## config.mk

```make
export PLATFORM = sky130hd
export DESIGN_NAME = if_fetch_unit
export DESIGN_NICKNAME = d
export VERILOG_FILES = /design/src/rtl/if_fetch_unit_pkg.sv /design/src/rtl/if_fetch_unit_skid_buf.sv /design/src/rtl/if_fetch_unit.sv
export SDC_FILE = /design/constraint.sdc
export NUM_CORES = 1
export LEC_CHECK = 0
export BUFFER_PORTS_ARGS = -buffer_cell sky130_fd_sc_hd__buf_2
export CAP_MARGIN = 10
export CORE_UTILIZATION = 57
export DETAILED_ROUTE_END_ITERATION = 12
export HOLD_SLACK_MARGIN = 0.03
export PLACE_DENSITY = 0.91
export SYNTH_ARGS = -nofsm -noshare
export SYNTH_HDL_FRONTEND = slang
export SYNTH_HIERARCHICAL = 1
export SYNTH_SLANG_ARGS = --single-unit
```

## constraint.sdc

```tcl
create_clock -name clk -period 5.46 [get_ports clk]
set_input_delay 1.638 -clock clk [delete_from_list [all_inputs] [get_ports clk]]
set_output_delay 1.638 -clock clk [all_outputs]
set_load 0.02 [all_outputs]
```

## src/rtl/if_fetch_unit_pkg.sv

```systemverilog
// Shared types and constants for the instruction-fetch front end.
package if_fetch_unit_pkg;

  localparam int unsigned INSTR_W = 32;
  localparam logic [INSTR_W-1:0] NOP_INSTR = 32'h0000_0000;
  localparam logic [INSTR_W-1:0] PC_INC    = 32'd4;

  typedef enum logic [1:0] {
    START = 2'd0,
    FETCH = 2'd1,
    HOLD  = 2'd2,
    DROP  = 2'd3
  } fetch_state_e;

  // Instruction addresses are word aligned; low two bits are forced to zero.
  function automatic logic [INSTR_W-1:0] align_pc(input logic [INSTR_W-1:0] addr);
    return {addr[INSTR_W-1:2], 2'b00};
  endfunction

endpackage

```

## src/rtl/if_fetch_unit_skid_buf.sv

```systemverilog
// Single-entry holding register for a fetched word that arrived during a stall.
module fetch_skid_buf
  import if_fetch_unit_pkg::*;
(
  input  logic               clk,
  input  logic               rst,
  input  logic               load_i,
  input  logic               clear_i,
  input  logic [INSTR_W-1:0] data_i,
  input  logic [INSTR_W-1:0] plus4_i,
  output logic [INSTR_W-1:0] data_o,
  output logic [INSTR_W-1:0] plus4_o,
  output logic               valid_o
);

  logic [INSTR_W-1:0] data_q;
  logic [INSTR_W-1:0] plus4_q;
  logic               valid_q;

  // Clear wins over load so a redirect always empties the entry.
  always_ff @(posedge clk or posedge rst) begin
    if (rst) begin
      data_q  <= NOP_INSTR;
      plus4_q <= '0;
      valid_q <= 1'b0;
    end else if (clear_i) begin
      data_q  <= NOP_INSTR;
      plus4_q <= '0;
      valid_q <= 1'b0;
    end else if (load_i) begin
      data_q  <= data_i;
      plus4_q <= plus4_i;
      valid_q <= 1'b1;
    end
  end

  assign data_o  = data_q;
  assign plus4_o = plus4_q;
  assign valid_o = valid_q;

endmodule

```

## src/rtl/if_fetch_unit.sv

```systemverilog
// Instruction-fetch front end: owns the PC, runs the imem req/ack handshake and
// feeds the IF/ID register, handling stalls, redirects and stale responses.
module if_fetch_unit
  import if_fetch_unit_pkg::*;
#(
  parameter logic [31:0] RESET_PC = 32'h0000_0000
) (
  input  logic        clk,
  input  logic        rst,
  input  logic        stall,
  input  logic        redirect_valid,
  input  logic [31:0] redirect_addr,
  output logic        imem_req,
  output logic [31:0] imem_addr,
  input  logic        imem_ack,
  input  logic [31:0] imem_rdata,
  output logic [31:0] instruction,
  output logic [31:0] instru_addr_plus4,
  output logic        if_valid
);

  fetch_state_e       state_q, state_d;
  logic [INSTR_W-1:0] pc_q, pc_d;
  logic               req_q, req_d;
  logic [INSTR_W-1:0] addr_q, addr_d;
  logic [INSTR_W-1:0] instr_q, instr_d;
  logic [INSTR_W-1:0] plus4_q, plus4_d;
  logic               valid_q, valid_d;

  logic               skid_load, skid_clear, skid_valid;
  logic [INSTR_W-1:0] skid_data, skid_plus4;
  logic               ack_c;
  logic [INSTR_W-1:0] pc_inc, redir_pc;

  assign ack_c    = imem_ack & req_q;
  assign pc_inc   = pc_q + PC_INC;
  assign redir_pc = align_pc(redirect_addr);

  fetch_skid_buf u_skid (
    .clk     (clk),
    .rst     (rst),
    .load_i  (skid_load),
    .clear_i (skid_clear),
    .data_i  (imem_rdata),
    .plus4_i (pc_inc),
    .data_o  (skid_data),
    .plus4_o (skid_plus4),
    .valid_o (skid_valid)
  );

  always_ff @(posedge clk or posedge rst) begin
    if (rst) state_q <= START;
    else     state_q <= state_d;
  end

  always_ff @(posedge clk or posedge rst) begin
    if (rst) begin
      pc_q    <= RESET_PC;
      req_q   <= 1'b0;
      addr_q  <= RESET_PC;
      instr_q <= NOP_INSTR;
      plus4_q <= '0;
      valid_q <= 1'b0;
    end else begin
      pc_q    <= pc_d;
      req_q   <= req_d;
      addr_q  <= addr_d;
      instr_q <= instr_d;
      plus4_q <= plus4_d;
      valid_q <= valid_d;
    end
  end

  always_comb begin
    state_d    = state_q;
    pc_d       = pc_q;
    req_d      = req_q;
    addr_d     = addr_q;
    instr_d    = instr_q;
    plus4_d    = plus4_q;
    valid_d    = valid_q;
    skid_load  = 1'b0;
    skid_clear = 1'b0;

    // Unstalled outputs show a bubble unless a word is delivered below.
    if (!stall) begin
      instr_d = NOP_INSTR;
      valid_d = 1'b0;
    end

    if (redirect_valid) begin
      pc_d       = redir_pc;
      instr_d    = NOP_INSTR;
      plus4_d    = '0;
      valid_d    = 1'b0;
      skid_clear = 1'b1;
      // An unanswered request must finish at its old address before refetching.
      if ((state_q == FETCH || state_q == DROP) && !ack_c) begin
        state_d = DROP;
      end else begin
        req_d   = 1'b1;
        addr_d  = redir_pc;
        state_d = FETCH;
      end
    end else begin
      case (state_q)
        START: begin
          req_d   = 1'b1;
          addr_d  = pc_q;
          state_d = FETCH;
        end
        FETCH: begin
          if (ack_c) begin
            if (stall) begin
              skid_load = 1'b1;
              req_d     = 1'b0;
              state_d   = HOLD;
            end else begin
              instr_d = imem_rdata;
              plus4_d = pc_inc;
              valid_d = 1'b1;
              pc_d    = pc_inc;
              addr_d  = pc_inc;
            end
          end
        end
        HOLD: begin
          if (!stall) begin
            instr_d    = skid_data;
            plus4_d    = skid_plus4;
            valid_d    = skid_valid;
            skid_clear = 1'b1;
            pc_d       = pc_inc;
            req_d      = 1'b1;
            addr_d     = pc_inc;
            state_d    = FETCH;
          end
        end
        DROP: begin
          if (ack_c) begin
            addr_d  = pc_q;
            state_d = FETCH;
          end
        end
        default: state_d = START;
      endcase
    end
  end

  assign imem_req          = req_q;
  assign imem_addr         = addr_q;
  assign instruction       = instr_q;
  assign instru_addr_plus4 = plus4_q;
  assign if_valid          = valid_q;

endmodule
```

== Word level (Yosys, flattened, before mapping) ==
Cells that the tools add are included.

* Bits in registers: 197
* Input port bits: 69
* Output and inout bits: 98
* Logic and storage cells: 86

* Add/sub/neg operators: 1
* Equality and inequality tests: 9
* Muxes and demuxes: 53
* Bitwise gates (word level): 1
* Reduce and logical (&&, ||, !) cells: 12

{| class="wikitable"
|+ Operators with widths
! cell !! number
|-
| $mux 32 || 21
|-
| $pmux 32 s2 || 3
|-
| $pmux 32 s4 || 1
|-
| $add 32x3->32 const B || 1
|-
| $mux 1 || 19
|-
| $ne 3x3->1 const B || 5
|-
| $mux 2 || 6
|-
| $pmux 2 s4 || 1
|-
| $reduce_and 4->1 || 2
|-
| $reduce_and 5->1 || 1
|-
| $eq 2x2->1 const B || 2
|-
| $reduce_bool 4->1 || 1
|-
| $pmux 1 s3 || 1
|-
| $reduce_and 3->1 || 1
|-
| $reduce_bool 3->1 || 1
|-
| $eq 2x1->1 const B || 1
|-
| $logic_not 2->1 || 1
|-
| $ne 2x2->1 const B || 1
|-
| $pmux 1 s2 || 1
|-
| $reduce_and 2->1 || 1
|-
| $reduce_bool 2->1 || 1
|-
| $and 1x1->1 || 1
|-
| $logic_and 1x1->1 || 1
|-
| $logic_not 1->1 || 1
|-
| $logic_or 1x1->1 || 1
|}

== Longest topological paths before layout ==
Gate-level depths: netlist of run 1.

* Depth in word-level cells: 6
* Gate-level depth with buffers: 10

== Hierarchy ==
The synthesis of run 1 kept the hierarchy.

{| class="wikitable"
|+ By module, submodules not included
! module !! times used !! cells an instance !! area each (um^2) !! sequential area each (um^2)
|-
| if_fetch_unit || 1 || 846 || 7522.2 || 3228.1
|-
| fetch_skid_buf || 1 || 210 || 2640.0 || 1626.6
|}

== Least setup slack after synthesis of run 1 ==
Ideal clock, no wire load.

* Path kind: input -> register
* Start point: in redirect_valid
* End point: reg u_skid.plus4_q[9], in the netlist u_skid/plus4_o[9]
* Setup time: 132 ps
* Arrival: 3327 ps
* Required time: 5328 ps
* Setup slack: 2001 ps
* Stages: 10
* Path buffers: 5
* Cell sequence: clkbuf_1 inv_1 clkbuf_1 clkbuf_1 nand4_1 nor2_1 buf_6 buf_8 mux2i_1 nor2_1

* Word-level cells in the longest chain between the ends: 2

{| class="wikitable"
|+ Ends and longest elaborated chain
! item !! RTL line !! RTL
|-
| from (decl) || if_fetch_unit.sv:11 || <nowiki>input logic redirect_valid,</nowiki>
|-
| $mux 1 || if_fetch_unit.sv:91 || <nowiki>if (redirect_valid) begin</nowiki>
|-
| named net skid_load || if_fetch_unit.sv:30 || <nowiki>logic skid_load, skid_clear, skid_valid;</nowiki>
|-
| $reduce_bool 2->1 (no line) || - ||
|-
| to (signal assigned) || if_fetch_unit_skid_buf.sv:32 || <nowiki>plus4_q <= plus4_i;</nowiki>
|-
| to (decl) || if_fetch_unit_skid_buf.sv:17 || <nowiki>logic [INSTR_W-1:0] plus4_q;</nowiki>
|}

The timed path passes the listed nets, and every way through them passes these cells.
A chain may end at the register's enable or synchronous reset.

== Final worst setup path of run 1 ==
* Start point: in redirect_valid
* End point: reg addr_q[15], in the netlist imem_addr[15]

* Word-level cells in the longest chain between the ends: 2

{| class="wikitable"
|+ Ends and longest elaborated chain
! item !! RTL line !! RTL
|-
| $ne 3x3->1 (no line) or $ne 2x2->1 (tied branches) || - ||
|-
| $reduce_and 3->1 (no line) || - ||
|-
| to (signal assigned) || if_fetch_unit.sv:67 || <nowiki>addr_q <= addr_d;</nowiki>
|-
| to (decl) || if_fetch_unit.sv:25 || <nowiki>logic [INSTR_W-1:0] addr_q, addr_d;</nowiki>
|}

Several ways; a longest one is shown, not always the timed one.

==> run summary, run 1 <==
Slew Limit Headroom: 25.70%
Total gr overflow: 0
Nets: 1235
Sequential share of the synthesized area: 47.77%
DR WL/cell: 18.94 µm
Clock Power Share: 25.2%
Share of the synthesized area in the top cell type: 47.77%
Tightest Pin Transition: 1115 ps
Max_cap viols: 0
Post-Syn Area per Cell: 9.623 µm²
Ant. Diodes: 0
Clock sink count: 194
Clk slew on worst S/H paths: 60 ps
Slew Viols, Final: 0
Final WL: 26440 µm
Root Driver: clkbuf_16
Largest area contributor in the netlist: dfrtp_1
Fin Hold WS: 480.7 ps
Yosys Warn Count: 6
First-pass GRT wire length: 42920 µm
Vias in the first global route: 8316
Top post-synthesis cells by count: dfrtp_1, nor2_1, nand2_1
TritonCTS clock tree: built
# resized after CTS: 0
Clock Latency Late Sink: 430 ps
Postcts setup bufs: 0
FF+latch count, synth: 194
Tot GR Track Use: 29.85%
Die width: 135.5 µm
Drt pass-1 iters: 6
Vias per Instance: 6.163
Skew final: 10.90 ps
Outcome: finished clean
Power Dens Cells: 416.9 mW/mm²
Vias: 8603
Time the worst path needs with I/O delays and setup: 3553 ps
CP max FO: 33
IO Port Bufs: 164
Leakage: 5.240 nW
Die extent in y: 135.5 µm
Initial core utilization: 58.55%
Worst path arrival time: 3870 ps
Maximum level of the CTS H-tree: 4
Unique cell type count in the Yosys netlist: 61
Critical path data required time: 5770 ps
Most common cell in the netlist: dfrtp_1
Setup tns final: 0 ps
Crit path launch type: input port
Max Fclk: 281.4 MHz
Kind of critical path: in -> reg
Post-synth EDFFs: 0
NetSw: 1.868 mW
Detailed-placement wirelength estimate: 17330 µm
Die area: 0.01837 mm²
Switching share of power: 38.91%
Initial antenna violation count: 1
1st-iter DRT viols: 960
Combinational power share: 36.2%
Max Root-Sink Buffers: 2
DRC violations left: 0
Fraction of layout cells with a size suffix above 1: 20.15%
Reg power frac: 38.7%
Row Count: 48
CTS hold repair buffers: 0
Post-route ant nets: 0
RSZ-0062 raised after global routing: no
Top post-synthesis cells by area: dfrtp_1, mux2i_1, nor2_1, xnor2_1, nand2_1
Post-Syn Instances: 1056
VDD IR max: 0.3289 mV
Fin. Hold Viols: 0
GP Congestion: 0.9436
Core region area: 0.01736 mm²
Io pins: 167
Post-synthesis cell area: 0.01016 mm²
Hold crit path type: reg -> reg
Internal power: 2.933 mW
Crit path capture type: flip-flop
Period Utilization, post-route: 65.08%
Async SR Flop Fraction: 100.0%
Endpoints failing setup: 0
R2R setup slack: 2110 ps
Total CTS buffers: 17
Pin count of the biggest net entering global routing: 103
Area grow syn2layout: 13.32%
Top_reg_cell synth: dfrtp_1
## routing by layer
layer  wire length, µm  up-vias  GRT usage (%)  share of wire, %
met5                18        -              0             0.068
met4               416        2          8.739               1.6
met3              2438       49          7.856               9.2
met2             12350      453          46.41                47
met1             11220     4178          41.09                42
li1                  -     3921              -                 -
## critical path: stages
cell	delay, ps
buf_4	230
nor2b_1	720
a21o_1	750
nor2_1	210
a211oi_1	290
## flip-flops by register name, summed over array words and instances (netlist names)
| name | flops |
|---|---|
| instru_addr_plus4 | 32 |
| instruction | 32 |
| u_skid/data_o | 32 |
| u_skid/plus4_o | 32 |
| imem_addr | 31 |
| pc_q | 30 |
| state_q | 2 |
| if_valid | 1 |
| imem_req | 1 |
| u_skid/valid_o | 1 |
## power groups by stage
stage	Clock, mW	Combinational, mW	Sequential (mW)
finish	1.21	1.74	1.86
global route	1.28	1.89	1.88
CTS	1.22	1.71	1.85
detailed placement	0	1.71	1.87
global placement	0	1.65	1.86
floorplan	0	1.01	2.04
## area by class of cell
type                            instances  area [µm²]
Multi-Input combinational cell        743        4780
Clock buffer                           23       467.9
Clock inverter                          6       82.58
Sequential cell                       194        4855
Timing Repair Buffer                  182       958.4
Inverter                               23       91.34
Tap cell                              225       281.5
Fill cell                            1363        5841
## cell usage in the layout (no fill, tap or decap), types with 5 or more instances in the layout
cell / n
or3_1: 6
o21ai_0: 57
nand4_1: 17
nor4_1: 14
mux2i_1: 72
and3_1: 24
o221ai_1: 5
o31ai_1: 5
nand2_1: 81
xnor2_1: 39
inv_1: 21
mux2_2: 11
nand3_1: 17
o211ai_1: 10
dfrtp_1: 194
nor3_1: 26
o21ai_1: 5
a22o_1: 32
nor2b_1: 5
buf_4: 19
nand2b_1: 10
a21oi_1: 37
clkbuf_16: 17
a22oi_1: 32
a31oi_1: 6
a211oi_1: 5
buf_2: 163
xor2_1: 28
nor2_1: 134
## kinds of logic (layout without fill, tap and decap cells)
kind of cell	count (synthesis)	in the layout	synth area share (%)
flip-flops	194	194	47.77
adder cells (fa/ha/maj)	5	5	0.6156
AO/OA/AOI/OAI	228	228	15.02
other	1	2	0.03690
AND/OR/NAND/NOR	358	358	17.03
buffers and inverters	120	234	5.442
multiplexers	83	83	8.311
XOR/XNOR	67	67	5.775
## worst paths after layout
| kind | from | end | cells past startpoint |
|---|---|---|---|
| max | redirect_valid | imem_addr[15] | 5 |
| min | imem_addr[23] | imem_addr[23] | 2 |
| max reg2reg | state_q[0] | pc_q[12] | 8 |
| min reg2reg | imem_addr[23] | imem_addr[23] | 2 |
| max in group asynchronous | rst | pc_q[6] | 3 |
| min in group asynchronous | rst | instruction[19] | 2 |
## per-stage QoR
stage                     cells  power (mW)  utilization (%)  cell area, µm²  setup WS, ps
final                      1396       4.800            66.35           11520          1907
after global placement     1366       3.514            63.13           10960          1560
after floorplan            1057       3.046                -           10170         381.0
after CTS                  1395       4.788            66.31           11510          1957
after global routing       1396       5.046            66.35           11520          1727
after detailed placement   1366       3.580            63.13           10960          1514
No activity file was read; power rests on OpenSTA's default activity.
==> run 2, diff against run 1 <==
Clock period 5.46 ns to 3.6 ns, I/O delays scaled along.
==> run summary, run 2 (synthesized netlist as in run 1, its figures left out) <==
Area grow syn2layout: 14.75%
CP max FO: 17 (-48%)
Total gr overflow: 0 (unchanged)
Critical path data required time: 3940 ps (-1830 ps)
Setup tns final: 0 ps (unchanged)
Maximum level of the CTS H-tree: 4 (unchanged)
Vias: 8678 (+0.87%)
Leakage: 5.317 nW (+1.5%)
Drt pass-1 iters: 5 (-1)
Max Fclk: 314.4 MHz
DRC violations left: 0 (unchanged)
Worst path arrival time: 3520 ps (-350 ps)
Final WL: 27110 µm (+2.5%)
Initial core utilization: 58.55% (unchanged)
Worst setup path start: state_q[1]
First-pass GRT wire length: 43370 µm (+1.0%)
Most frequent cells in the layout: dfrtp_1, buf_2, nor2_1
Initial antenna violation count: 0 (-1)
GP Congestion: 0.9755 (+3.4%)
Endpoints failing setup: 0 (unchanged)
Root Driver: clkbuf_16
Fin. Hold Viols: 0 (unchanged)
Core region area: 0.01736 mm² (unchanged)
IO Port Bufs: 164 (unchanged)
Slew Viols, Final: 0 (unchanged)
Nets: 1244 (+0.73%)
DR WL/cell: 19.24 µm (+1.6%)
Final Util: 67.19% (+0.84 points)
Clock Latency Late Sink: 430 ps (about the same)
Fraction of layout cells with a size suffix above 1: 21.13% (+0.98 points)
Tot GR Track Use: 30.39% (+0.54 points)
Worst R2R Start: state_q[1]
Clk slew on worst S/H paths: 70 ps (about the same)
Vias per Instance: 6.159 (about the same)
Crit path launch type: flip-flop
Power Dens Cells: 636.4 mW/mm² (+53%)
Max_cap viols: 0 (unchanged)
Slew Limit Headroom: 18.46% (-7.2 points)
Time the worst path needs with I/O delays and setup: 3181 ps
CTS hold repair buffers: 0 (unchanged)
RSZ-0062 raised after global routing: no
1st-iter DRT viols: 891 (-7.2%)
TritonCTS clock tree: built
Tightest Pin Transition: 1223 ps (+108.6 ps)
Skew final: 9.142 ps (-1.761 ps)
Max Root-Sink Buffers: 2 (unchanged)
Total CTS buffers: 17 (unchanged)
Io pins: 167 (unchanged)
Row Count: 48 (unchanged)
Die area: 0.01837 mm² (unchanged)
Vias in the first global route: 8446 (+1.6%)
Detailed-placement wirelength estimate: 18040 µm (+4.1%)
Pin count of the biggest net entering global routing: 100 (-2.9%)
Outcome: finished clean
Hold crit path type: reg -> reg
Postcts setup bufs: 0 (unchanged)
Clock sink count: 194 (unchanged)
Period Utilization, post-route: 88.36%
VDD IR max: 0.5560 mV (+69%)
Die width: 135.5 µm (unchanged)
Die extent in y: 135.5 µm (unchanged)
# resized after CTS: 0 (unchanged)
Post-route ant nets: 0 (unchanged)
Hold path startpoint: imem_addr[8]
Crit path capture type: flip-flop
Kind of critical path: reg -> reg
Most common cell after layout, fill and taps aside: dfrtp_1
[run 2: cell types whose count changed in the layout (fill, tap and decap cells not counted), sizes merged]
cell      previous run  this run
buf                182       191
clkinv               3         5
clkbuf              23        24
clkinvlp             1         2
diode                0         1
inv                 23        22
[run 2: final cells by class]
type	count	area, µm²
antenna	1	2.502
clock buffer	24	501.7
clock inverter	8	100.1
fill	1317	5695
inverter	23	90.09
multi-input combinational	743	4780
sequential	194	4855
tap	225	281.5
timing repair buffer	191	1051
[run 2: final timing paths]
kind | to | slack [ps] | cells past startpoint
max | imem_addr[16] | 420 | 7
max in group asynchronous | u_skid/plus4_o[20] | 2160 | 3
min | imem_addr[8] | 480 | 2
max reg2reg | imem_addr[16] | 420 | 7
min in group asynchronous | instruction[22] | 790 | 3
min reg2reg | imem_addr[8] | 480 | 2
[run 2: through the flow]
step           power (mW)  worst slack (ps)  hold slack [ps]  instances  instance area, µm²
2_1_floorplan       4.619             699.5            460.4       1057               10170
3_5_place_dp        5.469             349.4            466.0       1376               11060
4_1_cts             7.400             633.6            482.1       1408               11660
5_1_grt             7.791             365.9            509.5       1408               11660
6_report            7.421             418.9            476.8       1409               11660
3_3_place_gp        5.364             540.5            448.5       1376               11060
[run 2: per-layer routing]
layer	GRT usage, %	wire length (µm)	share of wire, %	up-vias
met1	39.78	10890	40	4197
met5	0	0	0	-
met4	11.36	678	2.5	0
met2	48.35	12920	48	465
met3	8.081	2617	9.7	72
li1	-	-	-	3944
[run 2: power breakdown]
part | internal, mW | switching [mW] | total (mW)
sequential | 2.54 | 0.280 | 2.82
clock | 1.12 | 0.817 | 1.93
combinational | 0.869 | 1.80 | 2.67
[run 2: critical path, stage by stage (launching register included)]
cell and delay [ps]:
dfrtp_1 410, inv_1 120, ha_1 380, a2bb2oi_1 1010
a21oi_1 550, o21ai_0 250, o21ai_0 150, a31oi_1 220
==> run 3, diff against run 2 <==
Settings changed: CORE_UTILIZATION 57 to 52, PLACE_DENSITY 0.91 to 0.87, SLEW_MARGIN set to 30.
Clock period 3.6 ns to 2.68 ns, I/O delays scaled along.
==> run summary, run 3 (synthesized netlist as in run 1, its figures left out) <==
Cell mode on critical path: nor2_1
Core region area: 0.01896 mm² (+9.2%)
R2R setup slack: 170 ps (-250 ps)
TritonCTS clock tree: built
GP Congestion: 0.8988 (-7.9%)
Time the worst path needs with I/O delays and setup: 2507 ps (-674.3 ps)
Initial core utilization: 53.61% (-4.9 points)
Final WL: 27160 µm (+0.20%)
Fraction of layout cells with a size suffix above 1: 22.95% (+1.8 points)
Nets: 1269 (+2.0%)
Total CTS buffers: 17 (unchanged)
Skew final: 9.937 ps (+0.7946 ps)
Die extent in y: 141.8 µm (+4.6%)
Number of cells on the critical path: 7 (unchanged)
Die width: 141.8 µm (+4.6%)
Pwr Total: 9.964 mW (+34%)
Placed cell count: 1436 (+4.4%)
CP max FO: 10 (-7)
Setup tns final: 0 ps (unchanged)
Ant. Diodes: 0 (-1)
Vias in the first global route: 8360 (-1.0%)
Critical path data required time: 3010 ps (-930 ps)
Kind of critical path: reg -> reg
Post-route ant nets: 0 (unchanged)
DR WL/cell: 18.51 µm (-3.8%)
Endpoints failing setup: 0 (unchanged)
Worst R2R Path Depth: 7 (unchanged)
Max Root-Sink Buffers: 2 (unchanged)
Io pins: 167 (unchanged)
Clock sink count: 194 (unchanged)
RSZ-0062 raised after global routing: no
Tightest Pin Transition: 780.6 ps (-442.5 ps)
First-pass GRT wire length: 43530 µm (+0.37%)
1st-iter DRT viols: 741 (-17%)
Slew Limit Headroom: 47.77% (+29 points)
Final worst setup slack: 173.2 ps (-245.7 ps)
Most common cell after layout, fill and taps aside: dfrtp_1
Leakage: 5.434 nW (+2.2%)
Max_cap viols: 0 (unchanged)
Fin. Hold Viols: 0 (unchanged)
Worst R2R Start: pc_q[5]
VDD IR max: 0.5983 mV (+7.6%)
Worst path arrival time: 2830 ps (-690 ps)
CP max stage delay: 750 ps (-260 ps)
Critical path's top delay family: simple AND/OR/NAND/NOR gates
Max Fclk: 398.9 MHz (+27%)
Initial antenna violation count: 0 (unchanged)
Crit-path cells: nand3_2, or4_1, o31a_1, nor2_1, inv_1, mux2i_1, nor2_1
IO Port Bufs: 164 (unchanged)
Drt pass-1 iters: 5 (unchanged)
Critical path endpoint: u_skid/plus4_o[25]
Power Dens Cells: 835.9 mW/mm² (+31%)
Row Count: 50 (+4.2%)
Clock Latency Late Sink: 430 ps (about the same)
Pin count of the biggest net entering global routing: 102 (+2.0%)
Total gr overflow: 0 (unchanged)
Crit path capture type: flip-flop
Slew Viols, Final: 0 (unchanged)
Most frequent cells in the layout: dfrtp_1, buf_2, nor2_1
Crit-path slowest cell: or4_1
Maximum level of the CTS H-tree: 4 (unchanged)
Crit path launch type: flip-flop
Period Utilization, post-route: 93.54% (+5.2 points)
Fin Hold WS: 391.0 ps (-85.80 ps)
R2R Path End: u_skid/plus4_o[25]
Clk slew on worst S/H paths: 70 ps (about the same)
CTS hold repair buffers: 0 (unchanged)
Outcome: finished clean
Vias: 8743 (+0.75%)
Post-route insts no fill: 1467 (+4.1%)
Placement Setup Slack: 177.3 ps (-172.1 ps)
Die area: 0.02011 mm² (+9.5%)
Tot GR Track Use: 27.73% (-2.7 points)
Vias per Instance: 5.960 (-3.2%)
Area grow syn2layout: 17.30%
Crit path buf inv count: 1 (unchanged)
Hold crit path type: in -> async
Root Driver: clkbuf_16
DRC violations left: 0 (unchanged)
Worst setup path start: pc_q[5]
Detailed-placement wirelength estimate: 18440 µm (+2.2%)
==> run 3: cell types whose count changed in the layout (fill, tap and decap cells not counted), sizes merged <==
cell,delta
diode,-1
bufinv,-2
buf,+25
inv,+3
clkinvlp,+2
clkbuf,-2
clkinv,-2
==> run 3: how the worst min path moves through the flow <==
stage	start	end	slack [ps]	cells past startpoint
floorplan	u_skid/valid_o	u_skid/valid_o	460	2
global placement	instru_addr_plus4[0]	instru_addr_plus4[0]	450	2
detailed placement	imem_addr[13]	imem_addr[13]	460	2
CTS	rst	u_skid/plus4_o[6]	400	2
global route	rst	u_skid/plus4_o[6]	430	2
finish	rst	u_skid/plus4_o[4]	390	2
==> run 3: worst register-to-register path, cell delays in order (launching register included) <==
cell	delay, ps
dfrtp_1	490
nand3_2	240
or4_1	750
o31a_1	380
nor2_1	230
inv_1	80
mux2i_1	190
nor2_1	60
==> run 3: per-layer routing <==
metal  vias to the layer above  global-route usage, %  share of wire (%)
li1                       3995                      -                  -
met1                      4315                  35.95                 42
met2                       378                  44.93                 48
met3                        55                  7.121                8.2
met4                         0                  10.02                2.4
met5                         -                      0                  0
==> run 3: what timing repair did <==
action | in CTS | in global routing
setup buffers | 0 | 0
endpoints found under the setup margin | 0 | 1
gates resized for setup | 0 | 1
endpoints found under the hold margin | 0 | 0
==> run 3: report_power, final <==
group	total, mW	internal [mW]	switching (mW)
logic	3.74	1.30	2.45
clock network	2.46	1.32	1.14
registers	3.76	3.41	0.347
==> run 3: layout make-up <==
| cell class | instances | area [µm²] |
|---|---|---|
| multi-input combinational | 743 | 4783 |
| timing repair buffer | 216 | 1301 |
| fill | 1510 | 7036 |
| clock inverter | 9 | 71.32 |
| tap | 260 | 325.3 |
| sequential | 194 | 4855 |
| inverter | 23 | 90.09 |
| clock buffer | 22 | 494.2 |
==> run 3: per-stage QoR <==
stage / utilization (%) / area (µm²)
4_1_cts: 62.86 / 11920
5_1_grt: 62.88 / 11920
3_5_place_dp: 59.88 / 11350
6_report: 62.88 / 11920
2_1_floorplan: - / 10170
3_3_place_gp: 59.88 / 11350
